### src/rtl/ps2_key_sender_pkg.sv
// Shared constants, state encoding and the ASCII to scan-code lookup
// for the PS/2 key sender.
package ps2_key_sender_pkg;

  localparam logic [7:0] ASCII_W = 8'd87;
  localparam logic [7:0] ASCII_S = 8'd83;
  localparam logic [7:0] ASCII_A = 8'd65;
  localparam logic [7:0] ASCII_D = 8'd68;

  localparam logic [7:0] SCAN_W = 8'h1D;
  localparam logic [7:0] SCAN_S = 8'h1B;
  localparam logic [7:0] SCAN_A = 8'h1C;
  localparam logic [7:0] SCAN_D = 8'h23;

  localparam logic [7:0] BREAK_CODE = 8'hF0;

  localparam int FRAME_BITS = 11;

  typedef enum logic [1:0] {
    IDLE,
    SEND,
    GAP
  } senderState_t;

  typedef struct packed {
    logic       mapped;
    logic [7:0] code;
  } scanLookup_t;

  function automatic scanLookup_t mapAscii(input logic [7:0] ascii);
    scanLookup_t result;
    result.mapped = 1'b1;
    case (ascii)
      ASCII_W: result.code = SCAN_W;
      ASCII_S: result.code = SCAN_S;
      ASCII_A: result.code = SCAN_A;
      ASCII_D: result.code = SCAN_D;
      default: begin
        result.mapped = 1'b0;
        result.code   = 8'h00;
      end
    endcase
    return result;
  endfunction

endpackage

### src/rtl/ps2_key_sender_if.sv
// Key request handshake between a key source (master) and the PS/2 sender (slave).
interface ps2_key_sender_if;
  logic       key_valid;
  logic [7:0] key_ascii;
  logic       key_release;
  logic       ready;
  logic       bad_key;

  modport master (
    output key_valid,
    output key_ascii,
    output key_release,
    input  ready,
    input  bad_key
  );

  modport slave (
    input  key_valid,
    input  key_ascii,
    input  key_release,
    output ready,
    output bad_key
  );
endinterface

### src/rtl/ps2_frame_tx.sv
// Serializes one 11-bit PS/2 frame (start, 8 data LSB first, odd parity, stop).
// start_i is taken only while idle; done_o marks the last cycle of the stop bit.
module ps2_frame_tx
  import ps2_key_sender_pkg::*;
#(
  parameter int HALF_PERIOD = 2500
) (
  input  logic       clock,
  input  logic       reset,
  input  logic       start_i,
  input  logic [7:0] data_i,
  output logic       done_o,
  output logic       ps2_clk_o,
  output logic       ps2_data_o
);

  localparam int CW = (HALF_PERIOD > 1) ? $clog2(HALF_PERIOD) : 1;
  localparam logic [CW-1:0] HALF_MAX = CW'(HALF_PERIOD - 1);

  logic                  busy_q, busy_d;
  logic                  lowPhase_q, lowPhase_d;
  logic [CW-1:0]         halfCnt_q, halfCnt_d;
  logic [3:0]            bitIdx_q, bitIdx_d;
  logic [FRAME_BITS-1:0] shift_q, shift_d;
  logic                  ps2Clk_q, ps2Clk_d;
  logic                  ps2Data_q, ps2Data_d;
  logic                  halfEnd;
  logic                  lastBit;

  assign halfEnd = busy_q && (halfCnt_q == HALF_MAX);
  assign lastBit = (bitIdx_q == 4'd10);
  assign done_o  = halfEnd && lowPhase_q && lastBit;

  // Each bit: data changes at bit start, clock high then low for one half each.
  always_comb begin
    busy_d     = busy_q;
    lowPhase_d = lowPhase_q;
    halfCnt_d  = halfCnt_q;
    bitIdx_d   = bitIdx_q;
    shift_d    = shift_q;
    ps2Clk_d   = ps2Clk_q;
    ps2Data_d  = ps2Data_q;
    if (busy_q) begin
      halfCnt_d = halfEnd ? '0 : halfCnt_q + 1'b1;
      if (halfEnd) begin
        if (!lowPhase_q) begin
          lowPhase_d = 1'b1;
          ps2Clk_d   = 1'b0;
        end else begin
          lowPhase_d = 1'b0;
          ps2Clk_d   = 1'b1;
          if (lastBit) begin
            busy_d    = 1'b0;
            bitIdx_d  = 4'd0;
            ps2Data_d = 1'b1;
          end else begin
            bitIdx_d  = bitIdx_q + 4'd1;
            shift_d   = {1'b1, shift_q[FRAME_BITS-1:1]};
            ps2Data_d = shift_q[1];
          end
        end
      end
    end else if (start_i) begin
      busy_d     = 1'b1;
      lowPhase_d = 1'b0;
      halfCnt_d  = '0;
      bitIdx_d   = 4'd0;
      shift_d    = {1'b1, ~^data_i, data_i, 1'b0};
      ps2Clk_d   = 1'b1;
      ps2Data_d  = 1'b0;
    end
  end

  always_ff @(posedge clock) begin
    if (reset) begin
      busy_q     <= 1'b0;
      lowPhase_q <= 1'b0;
      halfCnt_q  <= '0;
      bitIdx_q   <= 4'd0;
      shift_q    <= '1;
      ps2Clk_q   <= 1'b1;
      ps2Data_q  <= 1'b1;
    end else begin
      busy_q     <= busy_d;
      lowPhase_q <= lowPhase_d;
      halfCnt_q  <= halfCnt_d;
      bitIdx_q   <= bitIdx_d;
      shift_q    <= shift_d;
      ps2Clk_q   <= ps2Clk_d;
      ps2Data_q  <= ps2Data_d;
    end
  end

  assign ps2_clk_o  = ps2Clk_q;
  assign ps2_data_o = ps2Data_q;

endmodule

### src/rtl/ps2_key_sender.sv
// Maps an ASCII key request to a PS/2 make or break sequence and sequences
// the frames and inter-frame gaps through ps2_frame_tx.
module ps2_key_sender
  import ps2_key_sender_pkg::*;
#(
  parameter int HALF_PERIOD = 2500
) (
  input  logic              clock,
  input  logic              reset,
  ps2_key_sender_if.slave   keyIf,
  output logic              ps2_clk,
  output logic              ps2_data
);

  localparam int CW = (HALF_PERIOD > 1) ? $clog2(HALF_PERIOD) : 1;
  localparam logic [CW-1:0] HALF_MAX = CW'(HALF_PERIOD - 1);

  senderState_t  state_q;
  logic          ready_q;
  logic          badKey_q;
  logic          pending_q;
  logic [7:0]    scanCode_q;
  logic [CW-1:0] halfCnt_q;
  logic          gapHalf_q;

  scanLookup_t   lookup;
  logic          accept;
  logic          gapEnd;
  logic          frameStart;
  logic [7:0]    frameData;
  logic          frameDone;

  assign lookup = mapAscii(keyIf.key_ascii);
  assign accept = ready_q && keyIf.key_valid;
  assign gapEnd = (state_q == GAP) && gapHalf_q && (halfCnt_q == HALF_MAX);

  // A break sends F0 first; the latched scan code follows after the gap.
  assign frameStart = (accept && lookup.mapped) || (gapEnd && pending_q);
  assign frameData  = (state_q == GAP) ? scanCode_q
                    : (keyIf.key_release ? BREAK_CODE : lookup.code);

  ps2_frame_tx #(
    .HALF_PERIOD(HALF_PERIOD)
  ) frameTx (
    .clock     (clock),
    .reset     (reset),
    .start_i   (frameStart),
    .data_i    (frameData),
    .done_o    (frameDone),
    .ps2_clk_o (ps2_clk),
    .ps2_data_o(ps2_data)
  );

  always_ff @(posedge clock) begin
    if (reset) begin
      state_q    <= IDLE;
      ready_q    <= 1'b1;
      badKey_q   <= 1'b0;
      pending_q  <= 1'b0;
      scanCode_q <= 8'h00;
      halfCnt_q  <= '0;
      gapHalf_q  <= 1'b0;
    end else begin
      badKey_q <= 1'b0;
      case (state_q)
        IDLE: begin
          if (accept) begin
            if (lookup.mapped) begin
              scanCode_q <= lookup.code;
              pending_q  <= keyIf.key_release;
              ready_q    <= 1'b0;
              state_q    <= SEND;
            end else begin
              badKey_q <= 1'b1;
            end
          end
        end
        SEND: begin
          if (frameDone) begin
            state_q   <= GAP;
            halfCnt_q <= '0;
            gapHalf_q <= 1'b0;
          end
        end
        GAP: begin
          if (halfCnt_q == HALF_MAX) begin
            halfCnt_q <= '0;
            if (gapHalf_q) begin
              gapHalf_q <= 1'b0;
              if (pending_q) begin
                pending_q <= 1'b0;
                state_q   <= SEND;
              end else begin
                ready_q <= 1'b1;
                state_q <= IDLE;
              end
            end else begin
              gapHalf_q <= 1'b1;
            end
          end else begin
            halfCnt_q <= halfCnt_q + 1'b1;
          end
        end
        default: begin
          state_q <= IDLE;
          ready_q <= 1'b1;
        end
      endcase
    end
  end

  assign keyIf.ready   = ready_q;
  assign keyIf.bad_key = badKey_q;

endmodule

### src/flat_wrapper.sv
// flat-port wrapper written by rule: the top's interface ports become plain ports
module ps2_key_sender_flat import ps2_key_sender_pkg::*;
#(
  parameter int HALF_PERIOD = 2500
)
  (clock, reset, ps2_clk, ps2_data, keyIf_key_valid, keyIf_key_ascii, keyIf_key_release, keyIf_ready, keyIf_bad_key);
  ps2_key_sender_if keyIf_i ();
  input  logic clock;
  input  logic reset;
  output logic ps2_clk;
  output logic ps2_data;
  input wire logic [$bits(keyIf_i.key_valid)-1:0] keyIf_key_valid;
  input wire logic [$bits(keyIf_i.key_ascii)-1:0] keyIf_key_ascii;
  input wire logic [$bits(keyIf_i.key_release)-1:0] keyIf_key_release;
  output wire logic [$bits(keyIf_i.ready)-1:0] keyIf_ready;
  output wire logic [$bits(keyIf_i.bad_key)-1:0] keyIf_bad_key;
  assign keyIf_i.key_valid = keyIf_key_valid;
  assign keyIf_i.key_ascii = keyIf_key_ascii;
  assign keyIf_i.key_release = keyIf_key_release;
  assign keyIf_ready = keyIf_i.ready;
  assign keyIf_bad_key = keyIf_i.bad_key;
  ps2_key_sender #(.HALF_PERIOD(HALF_PERIOD)) u_core (.clock(clock), .reset(reset), .keyIf(keyIf_i), .ps2_clk(ps2_clk), .ps2_data(ps2_data));
endmodule
### config.mk
export PLATFORM = sky130hd
export DESIGN_NAME = ps2_key_sender_flat
export DESIGN_NICKNAME = d
export VERILOG_FILES = /design/src/rtl/ps2_key_sender_pkg.sv /design/src/rtl/ps2_key_sender_if.sv /design/src/rtl/ps2_frame_tx.sv /design/src/rtl/ps2_key_sender.sv /design/src/flat_wrapper.sv
export SDC_FILE = /design/constraint.sdc
export NUM_CORES = 1
export LEC_CHECK = 0
export BUFFER_PORTS_ARGS = -buffer_cell sky130_fd_sc_hd__buf_4
export CORE_MARGIN = 8
export CORE_UTILIZATION = 55
export DETAILED_ROUTE_END_ITERATION = 8
export PLACE_DENSITY = 0.73
export SLEW_MARGIN = 20
export SYNTH_ARGS = -nofsm -noshare
export SYNTH_HDL_FRONTEND = slang
export SYNTH_SLANG_ARGS = --single-unit
### constraint.sdc
create_clock -name clock -period 4.33 [get_ports clock]
set_input_delay 1.0825 -clock clock [delete_from_list [all_inputs] [get_ports clock]]
set_output_delay 1.0825 -clock clock [all_outputs]
set_load 0.05 [all_outputs]
==> results of run 1 <==
[cells by family (layout without fill, tap and decap cells)]
family | after synthesis | in the layout | synth area share [%]
AOI/OAI and AO/OA | 101 | 101 | 24.3
adders and majority gates | 8 | 8 | 3.46
xor gates and xnor gates | 7 | 7 | 2.12
and+or+nand+nor | 139 | 139 | 24.8
DFF | 52 | 52 | 36.0
buffers and inverters | 33 | 38 | 4.37
muxes | 14 | 14 | 5.06
[how the worst min path moves through the flow]
stage,slack [ns],cells past startpoint,endpoint
global placement,0.46,2,u_core.halfCnt_q[11]
detailed placement,0.47,2,u_core.halfCnt_q[11]
floorplan,0.45,2,u_core.halfCnt_q[11]
finish,0.49,2,u_core.halfCnt_q[11]
CTS,0.49,2,u_core.halfCnt_q[11]
global route,0.51,2,u_core.halfCnt_q[11]
[layer usage]
metal	part of all wire [%]	global-route usage, %	vias up
li1	-	-	1345
met1	49	21.3	1277
met5	0	0	-
met3	2.4	3.16	6
met2	48	27.4	25
met4	0.83	4.15	0
[worst register-to-register path, cell delays in order (launching register included)]
cell,delay [ns]
dfxtp_1,0.37
or4b_4,0.59
nor4_1,0.46
a31oi_1,0.38
o21bai_1,0.81
nor2_1,0.11
[metrics by stage]
step / setup slack [ns] / power (mW)
after global placement: 0.930 / 0.576
after CTS: 1.22 / 0.865
after detailed placement: 0.889 / 0.577
after global routing: 1.16 / 0.895
final: 1.24 / 0.858
after floorplan: 1.32 / 0.553
[where the power goes]
part	switching, mW	leakage [nW]	internal, mW
clock	0.160	0.0445	0.130
combinational	0.0518	0.589	0.0307
sequential	0.00306	0.420	0.482
[registers in the layout, summed over array words and instances (netlist names), 2 cells and up]
register and flops:
u_core.frameTx.shift_q 9, u_core.frameTx.halfCnt_q 12, u_core.state_q 2, u_core.scanCode_q 5, u_core.frameTx.bitIdx_q 4, u_core.halfCnt_q 12
[cell usage in the layout (no fill, tap or decap), types with 6 or more instances in the layout]
cell      synthesis  final
mux2i_1           9      9
a211oi_1          7      7
nand2_1          28     28
o21ai_0          18     18
ha_1              8      8
nand3_1          18     18
inv_1            13     13
clkbuf_8          0      6
dfxtp_1          52     52
a311oi_1         12     12
nor3_1            7      7
a21oi_1          25     25
nor2_1           37     37
buf_4             0     17
or3_1            11     11
nand4_1           6      6
[final cells by class]
class,instances,share of cell area (%)
repair buffers,17,4.08
well taps,70,2.80
clock inverters,1,0.240
flip-flops and latches,52,33.3
inverters,13,1.56
clock buffers,7,2.76
multi-input cells,269,55.2
==> impl_metrics.toml, run 1 <==
[run_status]
status = "completed"

[place]
port_buffers = 15
dp_cells = 420
place_congestion = 0.767
hpwl_mm = 4.30
post_dp_cell_area_um2 = 3020

[floorplanning]
die_h_um = 88.5
die_w_um = 88.5
core-area_um2 = 5110
ios = 16
num_rows = 26
die-area_um2 = 7840
initial_utilization_pct = 56.7

[timing]
setup-violations-final = 0
fin_crit_sh_pct = 71.3
slew_headroom_pct = 40.8
finalMaxSlewViolations = 0
holdWs_ns = 0.489
fmax_mhz = 324
worstMarginPinSlew_ns = 0.887
fin_crit_ns = 3.09
rsz0062_at_grt = "no"
hold_viol = 0
fin_tns_setup_ns = 0
finClkSkew_ns = 0.00480

[worst_setup_path]
rr_startpoint = "u_core.frameTx.halfCnt_q[5]"
r2r_end = "u_core.halfCnt_q[1]"
criticalPathCategory = "primary input to flop"
worst_r2r_path_depth = 5
cp_num_cells = 7
endpoint_kind = "flop"
crit_path_top_delay_cell = "or4b_2"
cp_cell_sequence = "buf_4 -> or4b_2 -> a311o_1 -> o211ai_1 -> buf_4 -> nand2_1 -> a211o_1"
worst_ep_arrival_time_ns = 3.29
path_buf_inv = 2
endpoint = "u_core.frameTx.ps2_clk_o"
worstPathRequired_ns = 4.53
critPathMaxFanout = 11
crit_family = "compound AO/OA/AOI/OAI gates"
critPathLaunch = "keyIf_key_ascii[7]"
crit_path_frequent_cell = "buf_4"
critPathMaxStageDelay_ns = 0.80
start_kind = "primary input"
r2r_slack_ns = 1.47

[worst_hold_path]
worstHoldStart = "u_core.halfCnt_q[11]"
hold_class = "flop to flop"

[routing]
firstDrtPassIters = 4
ant_nets = 0
vias = 2653
drtIter0Drc = 167
routedWlPerCell_um = 14.6
drc_errors = 0
wirelength_mm = 6.26
vias_per_cell = 6.18

[yosys]
yosysMostFrequentCell = "dfxtp_1"
yosysSeqAreaShare_pct = 36.0
synth_common_cells = "dfxtp_1 (52), nor2_1 (37), nand2_1 (28)"
yosys-top-cells-area = "dfxtp_1 (36%), nor2_1 (4.8%), a21oi_1 (4.3%)"
synthDominantCellAreaShare_pct = 36.0
synth_area_um2 = 2890
ys_async_sr_fraction_pct = 0
synth_seq_cells = 52
ys_warn_count = 0
synth_nets = 374
yosysTopAreaCell = "dfxtp_1"
syn_avg_cell_area_um2 = 8.18
synth-main-ff-cell = "dfxtp_1"
synth_cell_type_count = 54
synth_edf_count = 0
netlist_instances = 354

[layout]
utilization_pct = 61.2
synthToLayoutAreaGrowth_pct = 8.00
fin_cells = 429
drive_gt1_share_pct = 9.75
multi_input_area_um2 = 1730
register_area_um2 = 1040
fin_area_um2 = 3130
fin_nets = 378
fillers = 483
diodes = 0

[run]
drv_cap = 0

[power_and_ir_drop]
powerDensity_nw_per_um2 = 274
vdd_ir_drop_max_mv = 0.165
p_leak_nw = 1.05

[cts]
cts_setup_buffers = 0
htreeDepth = 2
clkTransAtPathRegs_ns = 0.09
clkLatencyLatePin_ns = 0.31
numCtsBuffers = 5
clk_path_buf_depth = 2
cts_root_buf = "clkbuf_8"
cts_tree = "yes"
cts_num_sinks = 52
postCtsResizedCells = 0
cts_hold_buffers = 0

[grt]
grt_max_degree = 56
grt_pass1_wl_mm = 10.5
antenna_found_initial = 0
gr-total-overflow = 0
grt_pass1_vias = 2280
grt_use_total_pct = 16.5
(Power assumes the default switching activity.)
==> inputs of run 2 (changes only) <==
PLACE_DENSITY = 0.76   (was 0.73)
clock period = 2.6 ns   (was 4.33 ns; I/O delays follow)
==> run 2 against run 1 <==
Net effect:
- first-iteration DRC count grew 15%
- count of clock-buffer cells in the layout shrank 2
- final cell count grew 7.0%
- via count grew 4.1%
- power grew 68%
- sequential power grew 67%
==> impl_metrics.toml, run 2 (synthesized netlist as in run 1, its figures left out) <==
[grt]
grt_max_degree = 56
grt_use_met2_pct = 31.2
gr-total-overflow = 0
grt_pass1_wl_mm = 11.7
grt_busiest_layer = "met2"
antenna_found_initial = 0
use_met1_pct = 23.0
grt_use_total_pct = 18.5
use_met3_pct = 3.62
grt_pass1_vias = 2609

[power_and_ir_drop]
powerDensity_nw_per_um2 = 431
p_leak_nw = 1.20
vdd_ir_drop_max_mv = 0.306

[routing]
wirelength_mm = 6.93
drc_errors = 0
vias_per_cell = 6.02
vias = 2761
firstDrtPassIters = 4
drtIter0Drc = 192
routedWlPerCell_um = 15.1
ant_nets = 0

[worst_setup_path]
crit_family = "simple AND/OR/NAND/NOR gates"
path_buf_inv = 0
worst_r2r_path_depth = 5
endpoint_kind = "flop"
critPathMaxFanout = 6
cp_num_cells = 5
r2r_end = "u_core.halfCnt_q[11]"
cp_cell_sequence = "or4b_4 -> or4_4 -> o31a_1 -> or4_1 -> a21oi_1"
worst_ep_arrival_time_ns = 2.77
crit_path_top_delay_cell = "or4b_4"
r2r_slack_ns = 0.08
critPathMaxStageDelay_ns = 0.55
worstPathRequired_ns = 2.85
criticalPathCategory = "flop to flop"
rr_startpoint = "u_core.frameTx.halfCnt_q[5]"
start_kind = "flop"

[floorplanning]
die-area_um2 = 7840
die_w_um = 88.5
initial_utilization_pct = 56.7
num_rows = 26
core-area_um2 = 5110
ios = 16
die_h_um = 88.5

[layout]
fin_nets = 408
drive_gt1_share_pct = 17.2
final_common_cell = "dfxtp_1"
fin_area_um2 = 3350
utilization_pct = 65.6
final_cell_mix = "dfxtp_1 (52), buf_4 (47), nor2_1 (37)"
top_regs = "u_core.frameTx.halfCnt_q (12), u_core.halfCnt_q (12), u_core.frameTx.shift_q (9)"
diodes = 0
synthToLayoutAreaGrowth_pct = 15.8

[timing]
finalMaxSlewViolations = 0
rsz0062_at_grt = "no"
slew_headroom_pct = 43.6
fmax_mhz = 397
worstMarginPinSlew_ns = 0.844
fin_crit_ns = 2.52
finClkSkew_ns = 0.0126
setup-violations-final = 0
fin_crit_sh_pct = 96.9
hold_viol = 0
fin_tns_setup_ns = 0

[cts]
htreeDepth = 2
cts_root_buf = "clkbuf_8"
cts_num_sinks = 52
numCtsBuffers = 5
cts_tree = "yes"
clk_path_buf_depth = 2
clkLatencyLatePin_ns = 0.31
clkTransAtPathRegs_ns = 0.10

[worst_hold_path]
min_path_cells = 2
whs_endpoint = "u_core.halfCnt_q[11]"
hold_class = "flop to flop"
worstHoldStart = "u_core.halfCnt_q[11]"

[place]
post_dp_cell_area_um2 = 3230
hpwl_mm = 4.80
place_congestion = 0.865
port_buffers = 15

[run]
drv_cap = 0

[run_status]
status = "completed"
## run 2: what timing repair did
item | 4_1_cts | 5_1_grt
resized for setup | 0 | 1
pin swaps | 1 | 1
setup endpoints to repair | 1 | 4
buffers inserted | 2 | 1
hold buffers | 0 | 0
## run 2: per-layer routing
metal	share of wire, %	routed length [µm]
met5	0	0
met1	45	3140
met3	3.9	269
met2	50	3450
met4	1.1	73
## run 2: worst max path at each step
stage,from,to
final,u_core.frameTx.halfCnt_q[5],u_core.halfCnt_q[11]
after global routing,u_core.frameTx.halfCnt_q[5],u_core.halfCnt_q[11]
after detailed placement,keyIf_key_ascii[7],u_core.frameTx.ps2_data_o
after floorplan,keyIf_key_ascii[7],u_core.frameTx.busy_q
after CTS,u_core.frameTx.halfCnt_q[5],u_core.halfCnt_q[11]
after global placement,keyIf_key_ascii[7],u_core.frameTx.ps2_data_o
## run 2: where the power goes
group	switching [mW]	internal, mW	leakage (nW)
Sequential	0.00525	0.803	0.420
Combinational	0.0891	0.0665	0.737
Clock	0.288	0.192	0.0445
Total	0.382	1.06	1.20
## run 2: worst min-delay path, delay by kind of cell, from the launching register on
family / cells / cell delay, ns
flip-flops: 1 / 0.33
AO/OA/AOI/OAI: 2 / 0.12
## run 2: area by class of cell
class                      instances  area (µm²)
timing repair buffer              47         353
sequential                        52        1040
clock buffer                       5        68.8
inverter                          13        48.8
fill                             444        1760
tap                               70        87.6
multi-input combinational        269        1730
clock inverter                     3        21.3
## run 2: stage by stage
step	cells	hold slack (ns)	worst slack [ns]	power (mW)
floorplan	354	0.448	0.0266	0.921
global placement	448	0.462	-0.101	0.978
detailed placement	448	0.483	-0.118	0.979
CTS	458	0.495	0.0480	1.45
global route	459	0.529	0.0217	1.50
finish	459	0.496	0.0819	1.44
==> inputs of run 3 (changes only) <==
MAX_ROUTING_LAYER = met4   (was default)
clock period = 2.3 ns   (was 2.6 ns; I/O delays follow)
==> run 3 against run 2 <==
Net effect:
- the run now ends with setup timing left
- core utilization is 3.5 points higher
- combinational power rose by 17%
- final area grew 5.3%
- largest cell class unchanged
==> impl_metrics.toml, run 3 (synthesized netlist as in run 1, its figures left out) <==
[cts]
cts_hold_buffers = 0
cts_num_sinks = 52
cts_tree = "yes"
clk_path_buf_depth = 2
numCtsBuffers = 5
clkLatencyLatePin_ns = 0.31
htreeDepth = 2
clkTransAtPathRegs_ns = 0.09
cts_root_buf = "clkbuf_8"

[floorplanning]
num_rows = 26
die-area_um2 = 7840
die_w_um = 88.5
die_h_um = 88.5
core-area_um2 = 5110
ios = 16
initial_utilization_pct = 56.7

[layout]
fillers = 428
synthToLayoutAreaGrowth_pct = 22.0
register_area_um2 = 1040
utilization_pct = 69.1
diodes = 0
final_cell_mix = "buf_4 (56), dfxtp_1 (49), nor2_1 (36)"
top_regs = "u_core.frameTx.halfCnt_q (12), u_core.halfCnt_q (12), u_core.frameTx.shift_q (9)"
drive_gt1_share_pct = 21.7
multi_input_area_um2 = 1780
final_common_cell = "buf_4"
fin_nets = 420

[worst_setup_path]
worstPathRequired_ns = 2.54
endpoint_kind = "flop"
criticalPathCategory = "flop to flop"
critPathMaxFanout = 4
start_kind = "flop"
worst_ep_arrival_time_ns = 2.66

[power_and_ir_drop]
powerDensity_nw_per_um2 = 487
pwr-share-comb_pct = 10.7
seqPwrFrac_pct = 53.2
swShare_pct = 23.9
vdd_ir_drop_max_mv = 0.273
p_int_mw = 1.31
p_leak_nw = 1.29
totalPowerFinal_mw = 1.72
pwr-share-clk_pct = 36.2
switchingPower_mw = 0.410

[routing]
routedWlPerCell_um = 15.0
drc_errors = 0
wirelength_mm = 7.07
firstDrtPassIters = 4
vias = 2883
vias_per_cell = 6.12
ant_nets = 0
drtIter0Drc = 248

[place]
hpwl_mm = 5.03
place_congestion = 0.885
port_buffers = 15
place_worst_setup_slack_ns = -0.235

[timing]
setup-violations-final = 6
fmax_mhz = 413
holdWs_ns = 0.481
finalMaxSlewViolations = 0
layout_setup_ws_ns = -0.119
fin_crit_ns = 2.42
worstMarginPinSlew_ns = 0.561
slew_headroom_pct = 62.6
rsz0062_at_grt = "yes"
finClkSkew_ns = 0.00485
hold_viol = 0
fin_crit_sh_pct = 105

[grt]
gr-total-overflow = 0
grt_max_degree = 56
grt_pass1_vias = 2726
grt_use_total_pct = 19.5
grt_pass1_wl_mm = 12.0
antenna_found_initial = 0

[run]
drv_cap = 0

[run_status]
violations = "setup timing"
status = "finished with violations"

[worst_hold_path]
hold_class = "flop to flop"
-- run 3: cell type report --
class,instances,share of cell area (%)
timing repair buffer,59,13.1
sequential,52,29.6
clock buffer,6,2.06
tap,70,2.48
inverter,13,1.38
clock inverter,2,0.993
multi-input combinational,269,50.4
-- run 3: worst max-delay path, stage by stage, from the launching register on --
cell     delay [ns]
dfxtp_1        0.32
or4b_1         0.52
or4_4          0.55
o31a_1         0.31
or4_1          0.52
a21oi_1        0.13
-- run 3: path summary, 6_finish.rpt --
check / from / to / slack, ns / depth (start not counted)
setup / recovery: u_core.frameTx.halfCnt_q[2] / u_core.halfCnt_q[9] / -0.12 / 5
hold / removal: u_core.halfCnt_q[11] / u_core.halfCnt_q[11] / 0.48 / 2
setup reg to reg: u_core.frameTx.halfCnt_q[2] / u_core.halfCnt_q[9] / -0.12 / 5
hold reg to reg: u_core.halfCnt_q[11] / u_core.halfCnt_q[11] / 0.48 / 2
-- run 3: what timing repair did --
| item | CTS | global route |
|---|---|---|
| resized for setup | 4 | 5 |
| setup buffers | 0 | 1 |
| pin swaps | 3 | 7 |
| cloned | 0 | 1 |
| setup endpoints to repair | 8 | 17 |
| endpoints found under the hold margin | 0 | 0 |
-- run 3: routing by layer --
layer / GRT usage (%) / routed length (µm) / up-vias / part of all wire, %
met5: - / 0 / - / 0
met4: 7.07 / 127 / 0 / 1.8
met3: 4.36 / 249 / 12 / 3.5
met2: 32.4 / 3510 / 58 / 50
met1: 22.4 / 3190 / 1378 / 45
li1: - / - / 1435 / -
-- run 3: power by group through the flow --
stage	Sequential (mW)	Clock, mW	Combinational, mW
final	0.914	0.622	0.183
after global routing	0.915	0.669	0.199
after CTS	0.914	0.638	0.178
after detailed placement	0.934	0	0.177
after global placement	0.934	0	0.171
after floorplan	0.942	0	0.104
-- run 3: per-stage QoR --
step / TNS, ns / std cells / instance area, µm²
after CTS: -0.679 / 469 / 3480
after floorplan: -0.476 / 354 / 2950
after detailed placement: -6.94 / 461 / 3360
after global routing: -0.856 / 471 / 3530
final: -0.481 / 471 / 3530
after global placement: -5.38 / 461 / 3360
